## src/rtl/ring_scan_pkg.sv

```systemverilog
// Shared definitions for the ring scan driver: FSM state codes, error counter
// width and a one-hot test used by the phase encoder.
package ring_scan_pkg;

  typedef logic [1:0] state_t;

  localparam state_t IDLE  = 2'd0;
  localparam state_t BLANK = 2'd1;
  localparam state_t DRIVE = 2'd2;
  localparam state_t FAULT = 2'd3;

  localparam int ERR_CNT_W    = 8;
  localparam int ONEHOT_MAX_W = 32;

  function automatic logic is_onehot(input logic [ONEHOT_MAX_W-1:0] vec);
    logic [ONEHOT_MAX_W-1:0] low_cleared;
    low_cleared = vec & (vec - ONEHOT_MAX_W'(1));
    return (vec != '0) && (low_cleared == '0);
  endfunction

endpackage

```

## src/rtl/onehot_to_idx.sv

```systemverilog
// Combinational one-hot encoder: returns the set-bit index and whether the
// input has exactly one bit set. idx is meaningless when valid is low.
module onehot_to_idx
  import ring_scan_pkg::*;
#(
  parameter int WIDTH = 4,
  parameter int IW    = (WIDTH > 1) ? $clog2(WIDTH) : 1
) (
  input  logic [WIDTH-1:0] vec,
  output logic [IW-1:0]    idx,
  output logic             valid
);

  logic [ONEHOT_MAX_W-1:0] vec_pad;

  // OR together the positions of all set bits; exact when the input is one-hot
  always_comb begin
    vec_pad            = '0;
    vec_pad[WIDTH-1:0] = vec;
    idx                = '0;
    for (int i = 0; i < WIDTH; i++) begin
      if (vec[i]) begin
        idx = idx | IW'(i);
      end else begin
        idx = idx;
      end
    end
    valid = is_onehot(vec_pad);
  end

endmodule

```

## src/rtl/ring_scan_driver.sv

```systemverilog
// Time-multiplexed slot driver fed by a one-hot ring counter: blanks between
// slots, swaps double-buffered slot data only at frame wrap, counts bad phases.
module ring_scan_driver
  import ring_scan_pkg::*;
#(
  parameter int WIDTH       = 4,
  parameter int DW          = 8,
  parameter int DEAD_CYCLES = 2
) (
  input  logic                 clk,
  input  logic                 rst,
  input  logic [WIDTH-1:0]     phase,
  input  logic [WIDTH*DW-1:0]  digit_data,
  input  logic                 load,
  output logic [WIDTH-1:0]     sel,
  output logic [DW-1:0]        seg_data,
  output logic                 frame_done,
  output logic                 phase_err,
  output logic [ERR_CNT_W-1:0] err_count
);

  localparam int IW    = (WIDTH > 1) ? $clog2(WIDTH) : 1;
  localparam int CNT_W = (DEAD_CYCLES > 1) ? $clog2(DEAD_CYCLES) : 1;
  localparam logic [CNT_W-1:0] CNT_RELOAD = (DEAD_CYCLES > 0) ? CNT_W'(DEAD_CYCLES - 1) : '0;
  localparam logic [CNT_W-1:0] CNT_ONE = CNT_W'(1);
  localparam logic [ERR_CNT_W-1:0] ERR_ONE = ERR_CNT_W'(1);
  localparam logic [ERR_CNT_W-1:0] ERR_MAX = '1;

  logic [WIDTH-1:0]     phase_q, phase_d, cur_q, cur_d, sel_q, sel_d;
  state_t               state_q, state_d;
  logic [CNT_W-1:0]     cnt_q, cnt_d;
  logic [WIDTH*DW-1:0]  shadow_q, shadow_d, active_q, active_d;
  logic                 pending_q, pending_d, frame_done_q, frame_done_d;
  logic                 phase_err_q, phase_err_d;
  logic [DW-1:0]        seg_q, seg_d;
  logic [ERR_CNT_W-1:0] err_count_q, err_count_d;
  logic [IW-1:0]        ph_idx;
  logic                 ph_valid, ph_zero, take_s;

  onehot_to_idx #(.WIDTH(WIDTH), .IW(IW)) u_idx (
    .vec   (phase_q),
    .idx   (ph_idx),
    .valid (ph_valid)
  );

  assign ph_zero = (phase_q == '0);

  // Next state, slot acceptance, wrap-time buffer swap and fault accounting
  always_comb begin
    phase_d      = phase;
    state_d      = state_q;
    cur_d        = cur_q;
    cnt_d        = cnt_q;
    shadow_d     = shadow_q;
    active_d     = active_q;
    pending_d    = pending_q;
    phase_err_d  = phase_err_q;
    err_count_d  = err_count_q;
    frame_done_d = 1'b0;
    take_s       = 1'b0;
    sel_d        = '0;
    seg_d        = '0;

    case (state_q)
      IDLE: begin
        if (ph_valid) begin
          take_s = 1'b1;
        end else if (ph_zero) begin
          state_d = IDLE;
        end else begin
          state_d = FAULT;
        end
      end
      BLANK: begin
        if (!ph_valid) begin
          state_d = FAULT;
        end else if (phase_q != cur_q) begin
          take_s       = 1'b1;
          frame_done_d = cur_q[WIDTH-1] & phase_q[0];
        end else if (cnt_q == '0) begin
          state_d = DRIVE;
        end else begin
          cnt_d = cnt_q - CNT_ONE;
        end
      end
      DRIVE: begin
        if (phase_q == cur_q) begin
          state_d = DRIVE;
        end else if (ph_valid) begin
          take_s       = 1'b1;
          frame_done_d = cur_q[WIDTH-1] & phase_q[0];
        end else if (ph_zero) begin
          state_d = IDLE;
        end else begin
          state_d = FAULT;
        end
      end
      FAULT: begin
        if (ph_valid) begin
          take_s = 1'b1;
        end else if (ph_zero) begin
          state_d = IDLE;
        end else begin
          state_d = FAULT;
        end
      end
      default: state_d = IDLE;
    endcase

    if (take_s) begin
      cur_d   = phase_q;
      cnt_d   = CNT_RELOAD;
      state_d = (DEAD_CYCLES == 0) ? DRIVE : BLANK;
    end else begin
      cur_d = cur_q;
    end

    // A load on the swap edge still lands in shadow and re-arms pending
    if (frame_done_d && pending_q) begin
      active_d  = shadow_q;
      pending_d = 1'b0;
    end else begin
      active_d = active_q;
    end
    if (load) begin
      shadow_d  = digit_data;
      pending_d = 1'b1;
    end else begin
      shadow_d = shadow_q;
    end

    if ((state_d == FAULT) && (state_q != FAULT)) begin
      phase_err_d = 1'b1;
      err_count_d = (err_count_q == ERR_MAX) ? err_count_q : (err_count_q + ERR_ONE);
    end else begin
      phase_err_d = phase_err_q;
    end

    // In DRIVE phase_q always equals cur_d, so ph_idx selects the slot
    if (state_d == DRIVE) begin
      sel_d = cur_d;
      seg_d = active_d[int'(ph_idx)*DW +: DW];
    end else begin
      sel_d = '0;
      seg_d = '0;
    end
  end

  // State, buffers and registered outputs
  always_ff @(posedge clk) begin
    if (rst) begin
      phase_q      <= '0;
      state_q      <= IDLE;
      cur_q        <= '0;
      cnt_q        <= '0;
      shadow_q     <= '0;
      active_q     <= '0;
      pending_q    <= 1'b0;
      sel_q        <= '0;
      seg_q        <= '0;
      frame_done_q <= 1'b0;
      phase_err_q  <= 1'b0;
      err_count_q  <= '0;
    end else begin
      phase_q      <= phase_d;
      state_q      <= state_d;
      cur_q        <= cur_d;
      cnt_q        <= cnt_d;
      shadow_q     <= shadow_d;
      active_q     <= active_d;
      pending_q    <= pending_d;
      sel_q        <= sel_d;
      seg_q        <= seg_d;
      frame_done_q <= frame_done_d;
      phase_err_q  <= phase_err_d;
      err_count_q  <= err_count_d;
    end
  end

  assign sel        = sel_q;
  assign seg_data   = seg_q;
  assign frame_done = frame_done_q;
  assign phase_err  = phase_err_q;
  assign err_count  = err_count_q;

endmodule
```

## config.mk

```make
export PLATFORM = sky130hd
export DESIGN_NAME = ring_scan_driver
export DESIGN_NICKNAME = d
export VERILOG_FILES = /design/src/rtl/ring_scan_pkg.sv /design/src/rtl/onehot_to_idx.sv /design/src/rtl/ring_scan_driver.sv
export SDC_FILE = /design/constraint.sdc
export NUM_CORES = 1
export LEC_CHECK = 0
export BUFFER_PORTS_ARGS = -buffer_cell sky130_fd_sc_hd__clkbuf_2
export CAP_MARGIN = 20
export CORE_MARGIN = 1
export CORE_UTILIZATION = 47
export CTS_BUF_LIST = sky130_fd_sc_hd__clkbuf_8
export DETAILED_ROUTE_END_ITERATION = 10
export PLACE_DENSITY = 0.65
export SYNTH_ARGS = -nofsm -noshare
export SYNTH_HDL_FRONTEND = slang
export SYNTH_HIERARCHICAL = 1
export SYNTH_SLANG_ARGS = --single-unit
```

## constraint.sdc

```tcl
create_clock -name clk -period 3.5 [get_ports clk]
set_input_delay 0.525 -clock clk [delete_from_list [all_inputs] [get_ports clk]]
set_output_delay 0.525 -clock clk [all_outputs]
set_load 0.02 [all_outputs]
```

==> metrics.md, run 1 <==
| Metric | Value |
|---|---|
| Die width | 93.1 µm |
| WL/cell | 14.2 µm |
| Post-Place Worst Slack | 0.531 ns |
| Synth warn | 6 |
| Final ANT Viol Nets | 0 |
| Synthesized area per cell | 10.5 µm² |
| Hold_buf cts | 0 |
| Worst Path Arrival | 3.28 ns |
| Most common cell on crit path | buf_4 |
| Max stage delay on crit path | 0.53 ns |
| Clock Path Buffers | 2 |
| Highest routed layer | met4 |
| Asr flop ratio synth | 0% |
| Final Skew | 0.00894 ns |
| Required time worst endpoint | 3.79 ns |
| Core outline area | 7890 µm² |
| Worst Hold Launch | phase[2] |
| Register area share after synthesis | 50.4% |
| Die H | 93.1 µm |
| Post-synthesis xor/xnor area fraction | 1.12% |
| Grt ovf | 0 |
| Max_slew headroom | 37.4% |
| PortBufs | 60 |
| Diodes inserted | 0 |
| Worst vdd ir | 0.000234 V |
| Flops & latches, synth | 98 |
| Adder-cell area share of the yosys netlist | 1.61% |
| Global-route wire length before repair | 12.4 mm |
| RSZ-0062 raised after global routing | no |
| Fill count | 729 |
| Worst r2r dst | seg_data[2] |
| Synth-to-layout area growth | 14.4% |
| Status | finished clean |
| Commonest non-fill, non-tap cell in the layout | dfxtp_1 |
| DRC violations left | 0 |
| Final min period | 2.99 ns |
| Register Area | 1960 µm² |
| # setup viols final | 0 |
| Hold Path Sink | phase_q[2] |
| WL met1 | 3.58 mm |
| Worst-margin pin slew | 0.939 ns |
| Worst r2r src | phase_q[2] |
| Number of gates resized after CTS | 0 |
| Leakage power | 0.00211 µW |
| Mux share of post-synthesis cell area | 23.5% |
| Num ports | 61 |
| Startpoint Class | flop |
| Syn nets | 415 |
| Peak Freq | 0.335 GHz |
| Core Util, Final | 56.5% |
| Final setup TNS | 0 ns |
| Detailed router's first-iteration violation count | 86 |
| Post-DR vias/cell | 5.11 |
| Hold WC Path Type | input port to flop |
| Family with the most delay on the worst path | simple AND/OR/NAND/NOR gates |
| Post-DP HPWL | 4.98 mm |
| Via count | 2714 |
| Post-Syn Area | 3900 µm² |
| Initial antenna violation count | 0 |
| Maxcap violations | 0 |
| Setup bufs post-CTS | 0 |
| Crit share post-route | 85.4% |
| Yosys cell types | 40 |
| Post-Route WL | 7.52 mm |
| CTS root buffer | clkbuf_8 |
| Compound-cell area share of the yosys netlist | 3.66% |
| Fraction of layout cells with a size suffix above 1 | 23.5% |
| Setup crit end kind | flop |
| Mapped Cells | 371 |
| Clk Latency, worst-skew pair | 0.36 ns |
| Area of the die | 8660 µm² |
| Rows | 32 |
| Worst Setup Path Type | flop to flop |
| Reg-to-reg setup timing slack | 0.51 ns |
| Metal2 WL | 3.54 mm |
| Clock slew at reported path FFs | 0.09 ns |
| 1st-pass router iterations | 4 |
| R2R cell count | 10 |
| Nets | 468 |
| Number of synthesized flops with an enable pin | 0 |
| Total area of multi-input combinational cells | 1810 µm² |
| Power Density | 559 nW/µm² |
| Worst setup margin | 0.511 ns |
| CP Buf/Inv Count | 3 |
| Final Hold Viols | 0 |
| Crit-path max FO | 32 |
| CTS tree | yes |
| Slew Limit Fails | 0 |
| WHS Path Cells | 2 |
| CTS Buf Count | 9 |
| Largest family of logic cells by synthesized area | multiplexers |
| Worst hold slack | 0.385 ns |
| Vias in the first global route | 2550 |
| Simple-gate share of the synthesized area | 16.5% |
| Most frequent cells in the layout | dfxtp_1, nor2_1, mux2i_1, clkbuf_2 |
| Initial core utilization | 49.4% |
| Clock tree sinks | 98 |
| Largest net degree at the start of global routing | 92 |
| CP Cell Sequence | or4b_1 > o311ai_1 > buf_4 > inv_1 > nor4_1 > nand3_2 > buf_4 > mux2i_1 > mux4_2 > nor2_1 |
| Top_reg_cell synth | dfxtp_1 |
| Placer Congestion | 0.831 |
| Met3 routed WL | 294 µm |
| Slowest CP cell | or4b_1 |
| H-tree depth | 3 |
| Total GRT Usage | 18.5% |
-- state kept, by name (all words and copies together), names as in the netlist --
signal / flops
cur_q: 4
pending_q: 1
cnt_q: 1
phase_q: 4
shadow_q: 32
state_q: 2
frame_done: 1
err_count: 8
phase_err: 1
sel: 4
seg_data: 8
active_q: 32
-- layout make-up --
type	instances	share of cell area, %
Sequential cell	98	44.0
Multi-Input combinational cell	245	40.6
Inverter	6	0.505
Tap cell	102	2.86
Clock inverter	7	1.54
Clock buffer	9	2.78
Timing Repair Buffer	64	7.69
-- layer usage --
layer / GRT usage (%) / vias up
met2: 29.6 / 48
met3: 5.04 / 11
met5: 0 / -
li1: - / 1374
met4: 5.77 / 0
met1: 24.2 / 1281
-- where the power goes --
group | switching [µW] | leakage (µW) | internal (µW) | total (µW)
clock | 385 | 0.000101 | 331 | 715
sequential | 51.9 | 0.000799 | 1180 | 1230
combinational | 327 | 0.00121 | 221 | 548
-- how the worst max path moves through the flow --
stage	from	to	slack [ns]	cells past startpoint
finish	phase_q[2]	seg_data[2]	0.51	10
global route	phase_q[2]	seg_data[0]	0.31	10
CTS	phase_q[2]	seg_data[2]	0.51	10
detailed placement	phase_q[1]	seg_data[2]	0.53	10
global placement	phase_q[2]	seg_data[1]	0.61	10
floorplan	phase_q[2]	seg_data[0]	0.74	9
-- through the flow --
stage / std cells / area [µm²] / total power [µW]
2_1_floorplan: 371 / 3900 / 1700
3_3_place_gp: 514 / 4240 / 1790
3_5_place_dp: 514 / 4240 / 1800
4_1_cts: 530 / 4440 / 2520
5_1_grt: 531 / 4460 / 2620
6_report: 531 / 4460 / 2490
-- synth_stat cells (2+ instances only) --
cell	instances	area, µm²
ha_1	5	62.6
dfxtp_1	98	1960
buf_2	2	10.0
buf_1	2	7.51
buf_4	3	22.5
mux2i_1	68	681
xnor2_1	5	43.8
nand2_1	8	30.0
or4b_1	3	30.0
mux2_2	5	56.3
a21oi_1	6	30.0
inv_1	6	22.5
nand3_1	2	10.0
nand4_1	2	12.5
or2_1	2	12.5
o31ai_1	2	15.0
nor4_1	7	43.8
mux4_2	8	180
clkbuf_1	14	52.6
nor2_1	94	353
nor2b_1	9	56.3
or4_1	2	15.0
-- kinds of logic (layout without fill, tap and decap cells) --
logic type	after synthesis	after routing
mux	81	81
xor+xnor	5	5
compound gates	17	17
buf+inv	28	86
simple gates	137	137
flops	98	98
fa+ha+maj	5	5
Power figures use the tool's default switching activity.
==> inputs of run 2 (changes only) <==
--- a/config.mk
+++ b/config.mk
@@ -8,10 +8,10 @@
 export BUFFER_PORTS_ARGS = -buffer_cell sky130_fd_sc_hd__clkbuf_2
 export CAP_MARGIN = 20
 export CORE_MARGIN = 1
-export CORE_UTILIZATION = 47
+export CORE_UTILIZATION = 40
 export CTS_BUF_LIST = sky130_fd_sc_hd__clkbuf_8
 export DETAILED_ROUTE_END_ITERATION = 10
-export PLACE_DENSITY = 0.65
+export PLACE_DENSITY = 0.57
 export SYNTH_ARGS = -nofsm -noshare
 export SYNTH_HDL_FRONTEND = slang
 export SYNTH_HIERARCHICAL = 1
==> run 2 against run 1 <==
Combinational power shrank 0.7%. Via count shrank 0.74%. Sequential cell count unchanged. Critical path depth is 1 lower. Sequential share of layout area down 0.12 points. Critical path type unchanged.
==> metrics.md, run 2 (synthesis results as in run 1) <==
| Metric | Value |
|---|---|
| DRC violations left | 0 (unchanged) |
| Clk Latency, worst-skew pair | 0.36 ns (about the same) |
| Post-DP HPWL | 5.08 mm (+2.0%) |
| Final ANT Viol Nets | 0 (unchanged) |
| CP Buf/Inv Count | 2 (-1) |
| Crit share post-route | 89.6% (+4.2 points) |
| Worst Setup Path Type | flop to flop |
| Diodes inserted | 0 (unchanged) |
| Cell-internal power | 1670 µW (-3.4%) |
| Required time worst endpoint | 3.79 ns (about the same) |
| Seq pwr share | 50.8% (+1.5 points) |
| Core outline area | 9330 µm² (+18%) |
| Largest net degree at the start of global routing | 92 (unchanged) |
| Commonest non-fill, non-tap cell in the layout | dfxtp_1 |
| Area of the die | 10100 µm² (+17%) |
| Initial antenna violation count | 0 (unchanged) |
| Final Hold Viols | 0 (unchanged) |
| Rows | 35 (+9.4%) |
| Status | finished clean |
| 1st-pass router iterations | 4 (unchanged) |
| Slew Limit Fails | 0 (unchanged) |
| Met3 routed WL | 314 µm (+6.8%) |
| Fill count | 890 (+22%) |
| RSZ-0062 raised after global routing | no |
| Clk pwr share | 26.6% (-2.1 points) |
| Worst r2r dst | seg_data[0] |
| CTS tree | yes |
| Final min period | 3.14 ns (+0.147 ns) |
| Num ports | 61 (unchanged) |
| Design Power | 2420 µW (-3.0%) |
| Global-route wire length before repair | 12.3 mm (-0.27%) |
| Setup bufs post-CTS | 0 (unchanged) |
| Hold_buf cts | 0 (unchanged) |
| Leakage power | 0.00211 µW (-0.38%) |
| Peak Freq | 0.319 GHz (-4.7%) |
| Max_slew headroom | 39.3% (+2.0 points) |
| Net Sw Frac | 30.9% (+0.25 points) |
| CTS root buffer | clkbuf_8 |
| Hold WC Path Type | input port to flop |
| Post-DR vias/cell | 4.84 (-5.4%) |
| Worst vdd ir | 0.000237 V (+1.5%) |
| Vias in the first global route | 2499 (-2.0%) |
| Placer Congestion | 0.845 (+1.6%) |
| Most frequent cells in the layout | dfxtp_1, nor2_1, mux2i_1, clkbuf_2, clkbuf_8 |
| Logic pwr share | 22.5% (+0.5 points) |
| Worst Setup EP | seg_data[0] |
| CP Cell Sequence | xnor2_1 > o311ai_1 > inv_1 > nor4_1 > nand3_2 > buf_4 > mux2i_1 > mux4_2 > nor2_1 |
| Nets | 467 (-0.21%) |
| Metal2 WL | 3.70 mm (+4.6%) |
| Via count | 2694 (-0.74%) |
| Final setup TNS | 0 ns (unchanged) |
| Reg-to-reg setup timing slack | 0.36 ns (-0.15 ns) |
| Initial core utilization | 41.8% (-7.6 points) |
| Clock Path Buffers | 2 (unchanged) |
| Startpoint Class | flop |
| Clock tree sinks | 98 (unchanged) |
| Die width | 101 µm (+8.2%) |
| Post-Route WL | 7.49 mm (-0.32%) |
| Slowest CP cell | o311ai_1 |
| WL met1 | 3.40 mm (-5.0%) |
| Total area of multi-input combinational cells | 1810 µm² (unchanged) |
| Critical path depth | 9 (-1) |
| CTS Buf Count | 9 (unchanged) |
| Net Switching | 746 µW (-2.2%) |
| Largest regs | active_q x32, shadow_q x32 |
| Die H | 101 µm (+8.2%) |
| Register Area | 1960 µm² (unchanged) |
| Number of gates resized after CTS | 0 (unchanged) |
| Family with the most delay on the worst path | multiplexers |
| Detailed router's first-iteration violation count | 87 (+1.2%) |
| # setup viols final | 0 (unchanged) |
| Total GRT Usage | 15.9% (-2.6 points) |
| Final Skew | 0.00938 ns (+0.000446 ns) |
| Clock slew at reported path FFs | 0.09 ns (about the same) |
| Setup crit end kind | flop |
| Core Util, Final | 47.9% (-8.6 points) |
| Worst r2r src | phase_q[2] |
| Crit-path max FO | 32 (unchanged) |
| H-tree depth | 3 (unchanged) |
| R2R cell count | 9 (-1) |
| Fraction of layout cells with a size suffix above 1 | 23.1% (-0.41 points) |
| Worst Setup SP | phase_q[2] |
| Synth-to-layout area growth | 14.7% |
| WL/cell | 13.4 µm (-5.0%) |
| Max stage delay on crit path | 0.66 ns (+0.13 ns) |
| Grt ovf | 0 (unchanged) |
| Maxcap violations | 0 (unchanged) |
| Worst-margin pin slew | 0.910 ns (-0.0294 ns) |
| Power Density | 541 nW/µm² (-3.3%) |
| Worst Path Arrival | 3.42 ns (+0.14 ns) |
| Highest routed layer | met4 |
| PortBufs | 60 (unchanged) |
## run 2: cell count changes in the layout (fill, tap and decap cells not counted), sizes merged
cell and delta:
bufinv -1
## run 2: area by class of cell
class	instances	share of cell area, %
Inverter	6	0.504
Clock inverter	6	0.756
Sequential cell	98	43.9
Tap cell	129	3.61
Multi-Input combinational cell	245	40.5
Clock buffer	10	3.08
Timing Repair Buffer	63	7.67
## run 2: how the worst min path moves through the flow
stage | startpoint | endpoint | slack (ns) | cells past startpoint
finish | phase[0] | phase_q[0] | 0.38 | 2
global route | phase[0] | phase_q[0] | 0.36 | 2
CTS | phase[0] | phase_q[0] | 0.37 | 2
detailed placement | phase_err | phase_err | 0.47 | 1
global placement | phase_err | phase_err | 0.46 | 1
floorplan | cnt_q | cnt_q | 0.45 | 2
## run 2: power groups by stage
| stage | Sequential [µW] | Clock (µW) | Combinational, µW |
|---|---|---|---|
| after floorplan | 1250 | 0 | 451 |
| after global placement | 1250 | 0 | 546 |
| after detailed placement | 1250 | 0 | 548 |
| after CTS | 1230 | 674 | 550 |
| after global routing | 1240 | 719 | 606 |
| final | 1230 | 643 | 544 |
## run 2: layer usage
metal / vias to the layer above / track usage, %
met3: 8 / 4.44
met2: 50 / 26.3
li1: 1375 / -
met4: 0 / 4.68
met1: 1261 / 20.1
met5: - / 0
## run 2: metrics by stage
step	hold WS [ns]	worst slack, ns	area, µm²	cells
floorplan	0.450	0.740	3900	371
detailed placement	0.472	0.381	4270	540
CTS	0.368	0.354	4440	556
global route	0.363	0.131	4470	557
finish	0.379	0.365	4470	557
global placement	0.465	0.480	4270	540
==> inputs of run 3 (changes only) <==
--- a/config.mk
+++ b/config.mk
@@ -7,11 +7,13 @@
 export LEC_CHECK = 0
 export BUFFER_PORTS_ARGS = -buffer_cell sky130_fd_sc_hd__clkbuf_2
 export CAP_MARGIN = 20
+export CELL_PAD_IN_SITES_DETAIL_PLACEMENT = 0
+export CELL_PAD_IN_SITES_GLOBAL_PLACEMENT = 1
 export CORE_MARGIN = 1
 export CORE_UTILIZATION = 40
 export CTS_BUF_LIST = sky130_fd_sc_hd__clkbuf_8
 export DETAILED_ROUTE_END_ITERATION = 10
-export PLACE_DENSITY = 0.57
+export PLACE_DENSITY = 0.7
 export SYNTH_ARGS = -nofsm -noshare
 export SYNTH_HDL_FRONTEND = slang
 export SYNTH_HIERARCHICAL = 1
==> run 3 against run 2 <==
Via count fell by 0.22%. Highest routed layer unchanged. Critical endpoint is now seg_data[2]. Sequential cell count unchanged. Clock power up 3.6%. Critical path type unchanged.
==> metrics.md, run 3 (synthesis results as in run 1) <==
| Metric | Value |
|---|---|
| Commonest non-fill, non-tap cell in the layout | dfxtp_1 |
| Largest net degree at the start of global routing | 92 (unchanged) |
| H-tree depth | 3 (unchanged) |
| Crit-path max FO | 32 (unchanged) |
| Met3 global-route usage | 3.05% (-1.4 points) |
| Met1 usage | 21.8% (+1.6 points) |
| Final setup TNS | 0 ns (unchanged) |
| Nets | 468 (+0.21%) |
| 1st-pass router iterations | 4 (unchanged) |
| Required time worst endpoint | 3.78 ns (about the same) |
| Net Sw Frac | 32.0% (+1.1 points) |
| Slowest CP cell | mux4_2 |
| R2R cell count | 10 (+1) |
| Post-Route WL | 7.66 mm (+2.3%) |
| RSZ-0062 raised after global routing | no |
| Met2 capacity usage during global routing | 25.2% (-1.1 points) |
| Status | finished clean |
| Final Skew | 0.00899 ns (-0.000391 ns) |
| Hold WC Path Type | input port to flop |
| Worst Hold Launch | phase[2] |
| DRC violations left | 0 (unchanged) |
| Final ANT Viol Nets | 0 (unchanged) |
| Die H | 101 µm (unchanged) |
| Vias in the first global route | 2487 (-0.48%) |
| Worst vdd ir | 0.000205 V (-14%) |
| CP Buf/Inv Count | 3 (+1) |
| Initial core utilization | 41.8% (unchanged) |
| Slew Limit Fails | 0 (unchanged) |
| Hold Path Sink | phase_q[2] |
| Rows | 35 (unchanged) |
| PortBufs | 60 (unchanged) |
| Die width | 101 µm (unchanged) |
| Initial antenna violation count | 0 (unchanged) |
| Busiest grt layer | met2 |
| Logic pwr share | 22.7% (+0.2 points) |
| DP Cell Count | 541 (+0.19%) |
| Final Non-Filler Cells | 557 (unchanged) |
| Hold_buf cts | 0 (unchanged) |
| Detailed router's first-iteration violation count | 106 (+22%) |
| Global-route wire length before repair | 12.5 mm (+1.1%) |
| CTS Buf Count | 9 (unchanged) |
| Max_slew headroom | 37.5% (-1.9 points) |
| Power Density | 546 nW/µm² (+0.99%) |
| Clock slew at reported path FFs | 0.10 ns (about the same) |
| WHS Path Cells | 2 (unchanged) |
| # setup viols final | 0 (unchanged) |
| Clk Latency, worst-skew pair | 0.35 ns (about the same) |
| Final Hold Viols | 0 (unchanged) |
| CTS tree | yes |
| Leakage power | 0.00210 µW (-0.29%) |
| Total GRT Usage | 16.1% (+0.22 points) |
| Clock Path Buffers | 2 (unchanged) |
| Setup bufs post-CTS | 0 (unchanged) |
| Maxcap violations | 0 (unchanged) |
| Core outline area | 9330 µm² (unchanged) |
| Grt ovf | 0 (unchanged) |
| Worst-margin pin slew | 0.938 ns (+0.0278 ns) |
| Max stage delay on crit path | 0.48 ns (-0.18 ns) |
| Setup crit end kind | flop |
| Post-DR vias/cell | 4.83 (-0.22%) |
| Worst r2r dst | seg_data[2] |
| Most frequent cells in the layout | dfxtp_1, nor2_1, mux2i_1, clkbuf_2 |
| Clock tree sinks | 98 (unchanged) |
| WL/cell | 13.8 µm (+2.3%) |
| CP Cell Sequence | or4b_1 > o311ai_1 > buf_4 > inv_1 > nor4_1 > nand3_2 > buf_4 > mux2i_1 > mux4_2 > nor2_1 |
| Number of gates resized after CTS | 0 (unchanged) |
| Area of the die | 10100 µm² (unchanged) |
| Largest regs | active_q x32, shadow_q x32 |
| Reg-to-reg setup timing slack | 0.51 ns (+0.15 ns) |
| Post-DP HPWL | 5.07 mm (-0.20%) |
| Clk pwr share | 27.2% (+0.6 points) |
| Seq pwr share | 50.1% (-0.7 points) |
| CTS root buffer | clkbuf_8 |
| Peak Freq | 0.335 GHz (+4.9%) |
| Cell-internal power | 1660 µW (-0.38%) |
| Synth-to-layout area growth | 15.0% |
| Family with the most delay on the worst path | simple AND/OR/NAND/NOR gates |
| Diodes inserted | 0 (unchanged) |
| Num ports | 61 (unchanged) |
| Fraction of layout cells with a size suffix above 1 | 23.6% (+0.47 points) |
| Startpoint Class | flop |
| Worst r2r src | phase_q[0] |
| Worst Setup Path Type | flop to flop |
| Most common cell on crit path | buf_4 |
| Via count | 2688 (-0.22%) |
| Worst Path Arrival | 3.27 ns (-0.15 ns) |
| Net Switching | 783 µW (+5.0%) |
| Crit share post-route | 85.4% (-4.2 points) |
| Placer Congestion | 0.758 (-10%) |
| Final min period | 2.99 ns (-0.146 ns) |
## run 3: routing by layer
layer  routed length (µm)  share of wire, %
met2                 3520                46
met4                  114               1.5
met1                 3750                49
met3                  283               3.7
met5                    0                 0
## run 3: worst max path at each step
stage / end / from / slack [ns] / depth (start not counted)
5_1_grt: seg_data[2] / phase_q[2] / 0.31 / 10
6_report: seg_data[2] / phase_q[0] / 0.51 / 10
3_3_place_gp: seg_data[2] / phase_q[2] / 0.61 / 10
2_1_floorplan: seg_data[0] / phase_q[2] / 0.74 / 9
4_1_cts: seg_data[2] / phase_q[0] / 0.52 / 10
3_5_place_dp: seg_data[2] / phase_q[1] / 0.56 / 10
## run 3: per-stage QoR
step           util [%]  power, µW  instance area [µm²]  hold slack [ns]  setup WS [ns]
5_1_grt            48.0       2600                 4480            0.383          0.314
3_5_place_dp       45.8       1810                 4280            0.475          0.557
6_report           48.0       2450                 4480            0.395          0.511
3_3_place_gp       45.8       1800                 4280            0.463          0.607
4_1_cts            47.7       2480                 4450            0.378          0.516
2_1_floorplan         -       1700                 3900            0.450          0.740
## run 3: layout make-up
class	instances	area [µm²]
fill	897	4850
sequential	98	1960
multi-input combinational	245	1810
timing repair buffer	64	350
tap	129	161
clock buffer	9	124
clock inverter	6	52.6
inverter	6	22.5
## run 3: power by group through the flow
stage / clock, µW / sequential [µW] / combinational (µW)
6_report: 666 / 1230 / 554
5_1_grt: 744 / 1240 / 621
4_1_cts: 693 / 1230 / 559
3_5_place_dp: 0 / 1250 / 557
3_3_place_gp: 0 / 1250 / 552
2_1_floorplan: 0 / 1250 / 451
